$ cat src/rtl/pulse_gen_mc_if.sv
// Pulse generator bus: trigger inputs, mode controls and pulse/status outputs.
interface pulse_gen_mc_if #(
   parameter int CHANNELS = 4,
   parameter int CW       = 4
);
   logic [CHANNELS-1:0] sig;
   logic [CW-1:0]       pw;
   logic                retrig;
   logic                clr_missed;
   logic [CHANNELS-1:0] pulse;
   logic [CHANNELS-1:0] missed;
   logic                busy;

   modport master (
      output sig, pw, retrig, clr_missed,
      input  pulse, missed, busy
   );

   modport slave (
      input  sig, pw, retrig, clr_missed,
      output pulse, missed, busy
   );
endinterface

$ cat src/rtl/pulse_gen_mc.sv
// Multi-channel edge-triggered pulse generator with sticky missed-edge flags.
// Optional post-pulse dead time is built only when PULSE_HOLDOFF_EN is defined.
module pulse_gen_mc #(
   parameter int CHANNELS = 4,
   parameter int CW       = 4,
   parameter int HOLDOFF  = 2
) (
   input  logic           clock,
   input  logic           reset,
   pulse_gen_mc_if.slave  bus
);

   if (CHANNELS < 1 || CHANNELS > 32) begin : g_bad_ch
      $error("CHANNELS out of range");
   end
   if (CW < 1) begin : g_bad_cw
      $error("CW out of range");
   end
   if (HOLDOFF < 1 || HOLDOFF > 255) begin : g_bad_ho
      $error("HOLDOFF out of range");
   end

`ifdef PULSE_HOLDOFF_EN
   typedef enum logic [1:0] {S_IDLE, S_PULSE, S_HOLD} state_e;
`else
   typedef enum logic {S_IDLE, S_PULSE} state_e;
`endif

   state_e              state_q [CHANNELS];
   state_e              state_d [CHANNELS];
   logic [CW-1:0]       cnt_q   [CHANNELS];
   logic [CW-1:0]       cnt_d   [CHANNELS];
`ifdef PULSE_HOLDOFF_EN
   logic [7:0]          hold_q  [CHANNELS];
   logic [7:0]          hold_d  [CHANNELS];
`endif
   logic [CHANNELS-1:0] sig_q,    sig_d;
   logic [CHANNELS-1:0] pulse_q,  pulse_d;
   logic [CHANNELS-1:0] missed_q, missed_d;
   logic                busy_q,   busy_d;

   logic [CHANNELS-1:0] rise;
   logic [CHANNELS-1:0] set_miss;
   logic [CHANNELS-1:0] active;
   logic [CW-1:0]       w_load;

   assign rise   = bus.sig & ~sig_q;
   assign sig_d  = bus.sig;
   // A zero width still yields a one-cycle pulse.
   assign w_load = (bus.pw == '0) ? CW'(1) : bus.pw;

   always_comb begin
      state_d  = state_q;
      cnt_d    = cnt_q;
`ifdef PULSE_HOLDOFF_EN
      hold_d   = hold_q;
`endif
      set_miss = '0;
      active   = '0;
      pulse_d  = '0;
      for (int i = 0; i < CHANNELS; i++) begin
         unique case (state_q[i])
            S_IDLE: begin
               if (rise[i]) begin
                  state_d[i] = S_PULSE;
                  cnt_d[i]   = w_load;
               end
            end
            S_PULSE: begin
               if (rise[i] && bus.retrig) begin
                  cnt_d[i] = w_load;
               end else begin
                  set_miss[i] = rise[i];
                  if (cnt_q[i] == CW'(1)) begin
                     cnt_d[i] = '0;
`ifdef PULSE_HOLDOFF_EN
                     state_d[i] = S_HOLD;
                     hold_d[i]  = 8'(HOLDOFF);
`else
                     state_d[i] = S_IDLE;
`endif
                  end else begin
                     cnt_d[i] = cnt_q[i] - CW'(1);
                  end
               end
            end
`ifdef PULSE_HOLDOFF_EN
            S_HOLD: begin
               set_miss[i] = rise[i];
               if (hold_q[i] == 8'd1) begin
                  state_d[i] = S_IDLE;
                  hold_d[i]  = '0;
               end else begin
                  hold_d[i] = hold_q[i] - 8'd1;
               end
            end
`endif
            default: begin
               state_d[i] = S_IDLE;
               cnt_d[i]   = '0;
            end
         endcase
         pulse_d[i] = (state_d[i] == S_PULSE);
         active[i]  = (state_d[i] != S_IDLE);
      end
      // A new miss in the same cycle beats the clear.
      missed_d = (missed_q & ~{CHANNELS{bus.clr_missed}}) | set_miss;
      busy_d   = |active;
   end

   always_ff @(posedge clock) begin
      if (reset) begin
         state_q  <= '{default: S_IDLE};
         cnt_q    <= '{default: '0};
`ifdef PULSE_HOLDOFF_EN
         hold_q   <= '{default: '0};
`endif
         sig_q    <= '1;
         pulse_q  <= '0;
         missed_q <= '0;
         busy_q   <= 1'b0;
      end else begin
         state_q  <= state_d;
         cnt_q    <= cnt_d;
`ifdef PULSE_HOLDOFF_EN
         hold_q   <= hold_d;
`endif
         sig_q    <= sig_d;
         pulse_q  <= pulse_d;
         missed_q <= missed_d;
         busy_q   <= busy_d;
      end
   end

   assign bus.pulse  = pulse_q;
   assign bus.missed = missed_q;
   assign bus.busy   = busy_q;

endmodule

$ cat src/flat_wrapper.sv
// flat-port wrapper written by rule: the top's interface ports become plain ports
module pulse_gen_mc_flat 
#(
   parameter int CHANNELS = 4,
   parameter int CW       = 4,
   parameter int HOLDOFF  = 2
)
  (clock, reset, bus_sig, bus_pw, bus_retrig, bus_clr_missed, bus_pulse, bus_missed, bus_busy);
  pulse_gen_mc_if #(.CHANNELS(CHANNELS), .CW(CW)) bus_i ();
  input  logic clock;
  input  logic reset;
  input wire logic [$bits(bus_i.sig)-1:0] bus_sig;
  input wire logic [$bits(bus_i.pw)-1:0] bus_pw;
  input wire logic [$bits(bus_i.retrig)-1:0] bus_retrig;
  input wire logic [$bits(bus_i.clr_missed)-1:0] bus_clr_missed;
  output wire logic [$bits(bus_i.pulse)-1:0] bus_pulse;
  output wire logic [$bits(bus_i.missed)-1:0] bus_missed;
  output wire logic [$bits(bus_i.busy)-1:0] bus_busy;
  assign bus_i.sig = bus_sig;
  assign bus_i.pw = bus_pw;
  assign bus_i.retrig = bus_retrig;
  assign bus_i.clr_missed = bus_clr_missed;
  assign bus_pulse = bus_i.pulse;
  assign bus_missed = bus_i.missed;
  assign bus_busy = bus_i.busy;
  pulse_gen_mc #(.CHANNELS(CHANNELS), .CW(CW), .HOLDOFF(HOLDOFF)) u_core (.clock(clock), .reset(reset), .bus(bus_i));
endmodule
$ cat config.mk
export PLATFORM = sky130hd
export DESIGN_NAME = pulse_gen_mc_flat
export DESIGN_NICKNAME = d
export VERILOG_FILES = /design/src/rtl/pulse_gen_mc_if.sv /design/src/rtl/pulse_gen_mc.sv /design/src/flat_wrapper.sv
export SDC_FILE = /design/constraint.sdc
export NUM_CORES = 1
export LEC_CHECK = 0
export CAP_MARGIN = 10
export CORE_MARGIN = 8
export CORE_UTILIZATION = 61
export CTS_BUF_LIST = sky130_fd_sc_hd__clkbuf_8
export DETAILED_ROUTE_END_ITERATION = 7
export GPL_ROUTABILITY_DRIVEN = 0
export PLACE_DENSITY = 0.89
export SYNTH_ARGS = -nofsm -noshare
export SYNTH_HDL_FRONTEND = slang
export SYNTH_SLANG_ARGS = --single-unit
$ cat constraint.sdc
create_clock -name clock -period 4 [get_ports clock]
set_input_delay 1 -clock clock [delete_from_list [all_inputs] [get_ports clock]]
set_output_delay 1 -clock clock [all_outputs]
set_load 0.02 [all_outputs]
# --- Yosys cells after proc, flatten, opt, wreduce, memory -nomap -nowiden ---
# Cells that the tools add are included.
totals:
  input_bits: 12
  output_inout_bits: 9
  wordCells: 80
  reg_bits: 33
op_classes:
  add_sub_neg: 4
  reduce_logical: 6
  n_eq_ne: 8
  bitwise_logic: 9
  mux: 41
op_table:
  columns: ["op", "n"]
  rows:
  - ["$mux 4", 13]
  - ["$pmux 4 s2", 4]
  - ["$mux 1", 20]
  - ["$eq 4x1->1 const B", 4]
  - ["$sub 4x1->4 const B", 4]
  - ["$and 4x4->4", 2]
  - ["$ne 2x1->1 const B", 4]
  - ["$not 4->4", 2]
  - ["$pmux 1 s2", 4]
  - ["$logic_and 1x1->1", 4]
  - ["$logic_not 4->1", 1]
  - ["$not 1->1", 4]
  - ["$or 4x4->4", 1]
  - ["$reduce_or 4->1", 1]

# --- Longest topological paths before layout ---
depth:
  word_depth: 6
  depth_mapped: 6
  ltp_nobuf: 6

# --- Least setup slack after synthesis ---
# No wires, ideal clock.
synth_timing:
  path_type: "input-to-reg"
  start: "input bus_sig[1]"
  end: "register u_core.cnt_q[10] (netlist bit)"
  t_arrival_ns: 1.791
  path_stages: 5
  path_slack_ns: 2.072
  required_time_ns: 3.863
  path_buffers: 1
  setup_ns: 0.137
  path_cell_list: "nor2b_1 > buf_2 > mux2_2 > o221ai_1 > a31oi_1"
synth_via:
  elab_chain_cells: 4
  elab_cells_between_ends: 5
  classes_between: "eq/ne: 1; mux: 2; bitwise: 1; reduce/logical: 1"
synth_lines:
  columns: ["item", "line", "rtl"]
  rows:
  - ["start: declaration", "flat_wrapper.sv:12", "input wire logic [$bits(bus_i.sig)-1:0] bus_sig;"]
  - ["$and 4x4->4 (*)", "pulse_gen_mc.sv:47", "assign rise = bus.sig & ~sig_q;"]
  - ["$logic_and 1x1->1", "pulse_gen_mc.sv:70", "if (rise[i] && bus.retrig) begin"]
  - ["$mux 4", "pulse_gen_mc.sv:70", null]
  - ["$pmux 4 s2", "pulse_gen_mc.sv:62", "unique case (state_q[i])"]
  - ["end signal: assignment", "pulse_gen_mc.sv:124", "cnt_q <= cnt_d;"]
  - ["end: declaration", "pulse_gen_mc.sv:31", "logic [CW-1:0] cnt_q [CHANNELS];"]
# Every way passes the cells marked *; elsewhere a longest branch is shown, timed or not.
# A chain may end at the register's enable or synchronous reset.

# --- Worst setup path after layout ---
layout_timing:
  start: "register u_core.pulse_q[0], in the netlist u_core.bus.pulse[0]"
  end: "output bus_pulse[0]"
layout_lines:
  columns: ["item", "line", "rtl"]
  rows:
  - ["start: declaration", "pulse_gen_mc.sv:38", "logic [CHANNELS-1:0] pulse_q, pulse_d;"]
  - ["start signal: assignment", "pulse_gen_mc.sv:129", "pulse_q <= pulse_d;"]
  - ["end: declaration", "flat_wrapper.sv:16", "output wire logic [$bits(bus_i.pulse)-1:0] bus_pulse;"]
# No word-level cell between the ends.

==> results.toml <==
[logic_synthesis]
synth_warnings = 0
ys_seq_area_share_pct = 36.9
synthFlopType = "dfxtp_1"
async_flop_share_pct = 0
ys_types = 44
synth_fp_nets = 207
synth-edff-count = 0
ys_seq_elements = 29
synth_area_per_cell_um2 = 8.41
syn_area_mm2 = 0.00157
synthCells = 187

[clocking]
cts-root-buf = "clkbuf_8"
cts_sinks = 29
ctsHtreeMaxLevel = 2
post-cts-setup-buffers = 0
cts-resized-gates = 0
holdBufCountCts = 0
clkLatencyLatePin_ns = 0.28
path_clk_slew_ns = 0.07
cts_made_buffers = 5
cts_buffer_depth = 2
tritoncts = "done"

[worst_setup_path]
cp.arrival_ns = 1.53
critical-path-top-delay-family = "buffers and inverters"
required_ns = 3.00
critPathCaptureType = "primary output"
r2r_start = "u_core.cnt_q[9]"
slowest_stage = "clkdlybuf4s50_1"
startpoint_type = "flip-flop"
crit_start = "u_core.bus.pulse[0]"
max_stage_delay_ns = 0.69
crit_chain = "clkdlybuf4s50_1"
worst-path-max-fanout = 12
cp_num_buf_inv = 1
crit_type = "flip-flop to primary output"

[status]
status = "completed"

[placed_design]
pre_cts_ws_ns = 1.24
hpwl_mm = 2.82
portBuffers = 20

[layout]
final_common_cell = "dfxtp_1"
fin_util_pct = 76.9
area_growth_syn_to_layout_pct = 20.0
finalNetCount = 227
area.sequential_um2 = 581
multiInputGateArea_um2 = 900
layout_common_cells = "dfxtp_1, nor2_1, clkdlybuf4s50_1"
nFillCells = 174
drive_gt1_share_pct = 13.0
diodes = 0

[sta]
clock_skew_ns = 0.00565
finalSetupViolations = 0
worst_slack_ns = 1.47
fmax_mhz = 396
rsz0062_at_grt = "no"
worst_slew_pin_slew_ns = 0.635
drv_slew = 0
fin_crit_sh_pct = 63.2
max_slew_margin_pct = 57.6
tns_ns = 0
finalHoldViolCount = 0
fin_crit_ns = 2.53

[grt]
grt-ovfl-total = 0
grt_pass1_wl_mm = 6.44
grt_antenna_before_repair = 0
grt_usage_pct = 18.6
grt_max_degree = 16
grt_pass1_vias = 1473

[die]
top_level_ports = 21
start_util_pct = 64.1
rows = 18
dieWidth_um = 66.8
die_area_mm2 = 0.00446
core_area_mm2 = 0.00245
fp.dieH_um = 66.8

[route]
ant_nets = 0
drc = 0
viasPerCell = 6.20
first_iter_violations = 80
first_pass_iters = 4
wl_mm = 3.88
routedWlPerCell_um = 16.3
dr_total_vias = 1476

[power]
power.density_mw_per_mm2 = 394
ir_worst_vdd_mv = 0.373
p_leak_uw = 0.000710

[worst_hold_path]
hold_start = "u_core.bus.missed[1]"
hold_class = "flip-flop to flip-flop"

[job]
maxCapViolCount = 0
==> final timing paths <==
check	end	slack (ns)	cells after the start
worst max-delay path	bus_pulse[0]	1.47	1
worst min-delay path	u_core.bus.missed[1]	0.50	2
worst min register to register	u_core.bus.missed[1]	0.50	2
worst max register to register	u_core.bus.busy	2.38	5
==> flip-flops by register name (all words and copies together) (netlist names) <==
name	count
u_core.bus.busy	1
u_core.bus.missed	4
u_core.bus.pulse	4
u_core.cnt_q	16
u_core.sig_q	4
==> logic make-up (layout without fill, tap and decap cells) <==
group,after synthesis,after routing,synth area share (%)
DFF,29,29,36.9
xor gates and xnor gates,1,1,0.557
and+or+nand+nor,72,72,23.6
buffers and inverters,24,45,5.89
AOI/OAI and AO/OA,49,49,23.8
muxes,4,4,2.86
adders and majority gates,8,8,6.36
==> cells in the mapped netlist, types with 2 or more instances <==
cell type  count  share of area (%)
dfxtp_1       29                 37
nor2_1        23                5.5
inv_1         15                3.6
nor3_1        10                3.2
a21oi_1        9                2.9
nand2_1        9                2.1
ha_1           8                6.4
a211oi_1       7                3.3
o21ai_0        7                2.2
clkbuf_1       6                1.4
or2_2          6                2.4
nor2b_1        5                2.0
or3_1          5                2.0
a32oi_1        4                2.2
mux2_2         4                2.9
a311oi_1       3                1.7
nand3_1        3               0.95
nand3b_1       3                1.4
o221ai_1       3                1.7
a31oi_1        2               0.80
buf_2          2               0.64
nor3b_1        2               0.95
==> stage by stage <==
| stage | hold WS, ns | power, uW | instance area (um^2) | cells |
|---|---|---|---|---|
| final | 0.498 | 744 | 1890 | 238 |
| after global routing | 0.544 | 781 | 1890 | 238 |
| after CTS | 0.502 | 745 | 1890 | 238 |
| after detailed placement | 0.484 | 479 | 1790 | 230 |
| after global placement | 0.469 | 469 | 1790 | 230 |
| after floorplan | 0.461 | 431 | 1570 | 187 |
==> area by class of cell <==
cell class                 instances  share of cell area, %
clock inverter                     1                  0.265
multi-input combinational        134                   47.7
timing repair buffer              21                   11.0
tap                               30                   1.99
sequential                        29                   30.8
clock buffer                       7                   5.11
inverter                          16                   3.18
==> power breakdown <==
part	switching, uW	internal, uW	leakage [uW]	total (uW)
registers	20.1	309	0.000238	330
logic	77.6	68.8	0.000417	146
clock network	112	155	0.0000542	268
==> routing by layer <==
layer | GRT usage, % | part of all wire, % | vias up | wire length, um
met2 | 31.4 | 50 | 49 | 1940
met5 | 0 | 0 | - | 0
met1 | 20.2 | 42 | 702 | 1630
met3 | 6.71 | 5.6 | 9 | 217
met4 | 8.53 | 2.3 | 0 | 89
li1 | - | - | 716 | -
No activity file was read; power rests on OpenSTA's default activity.
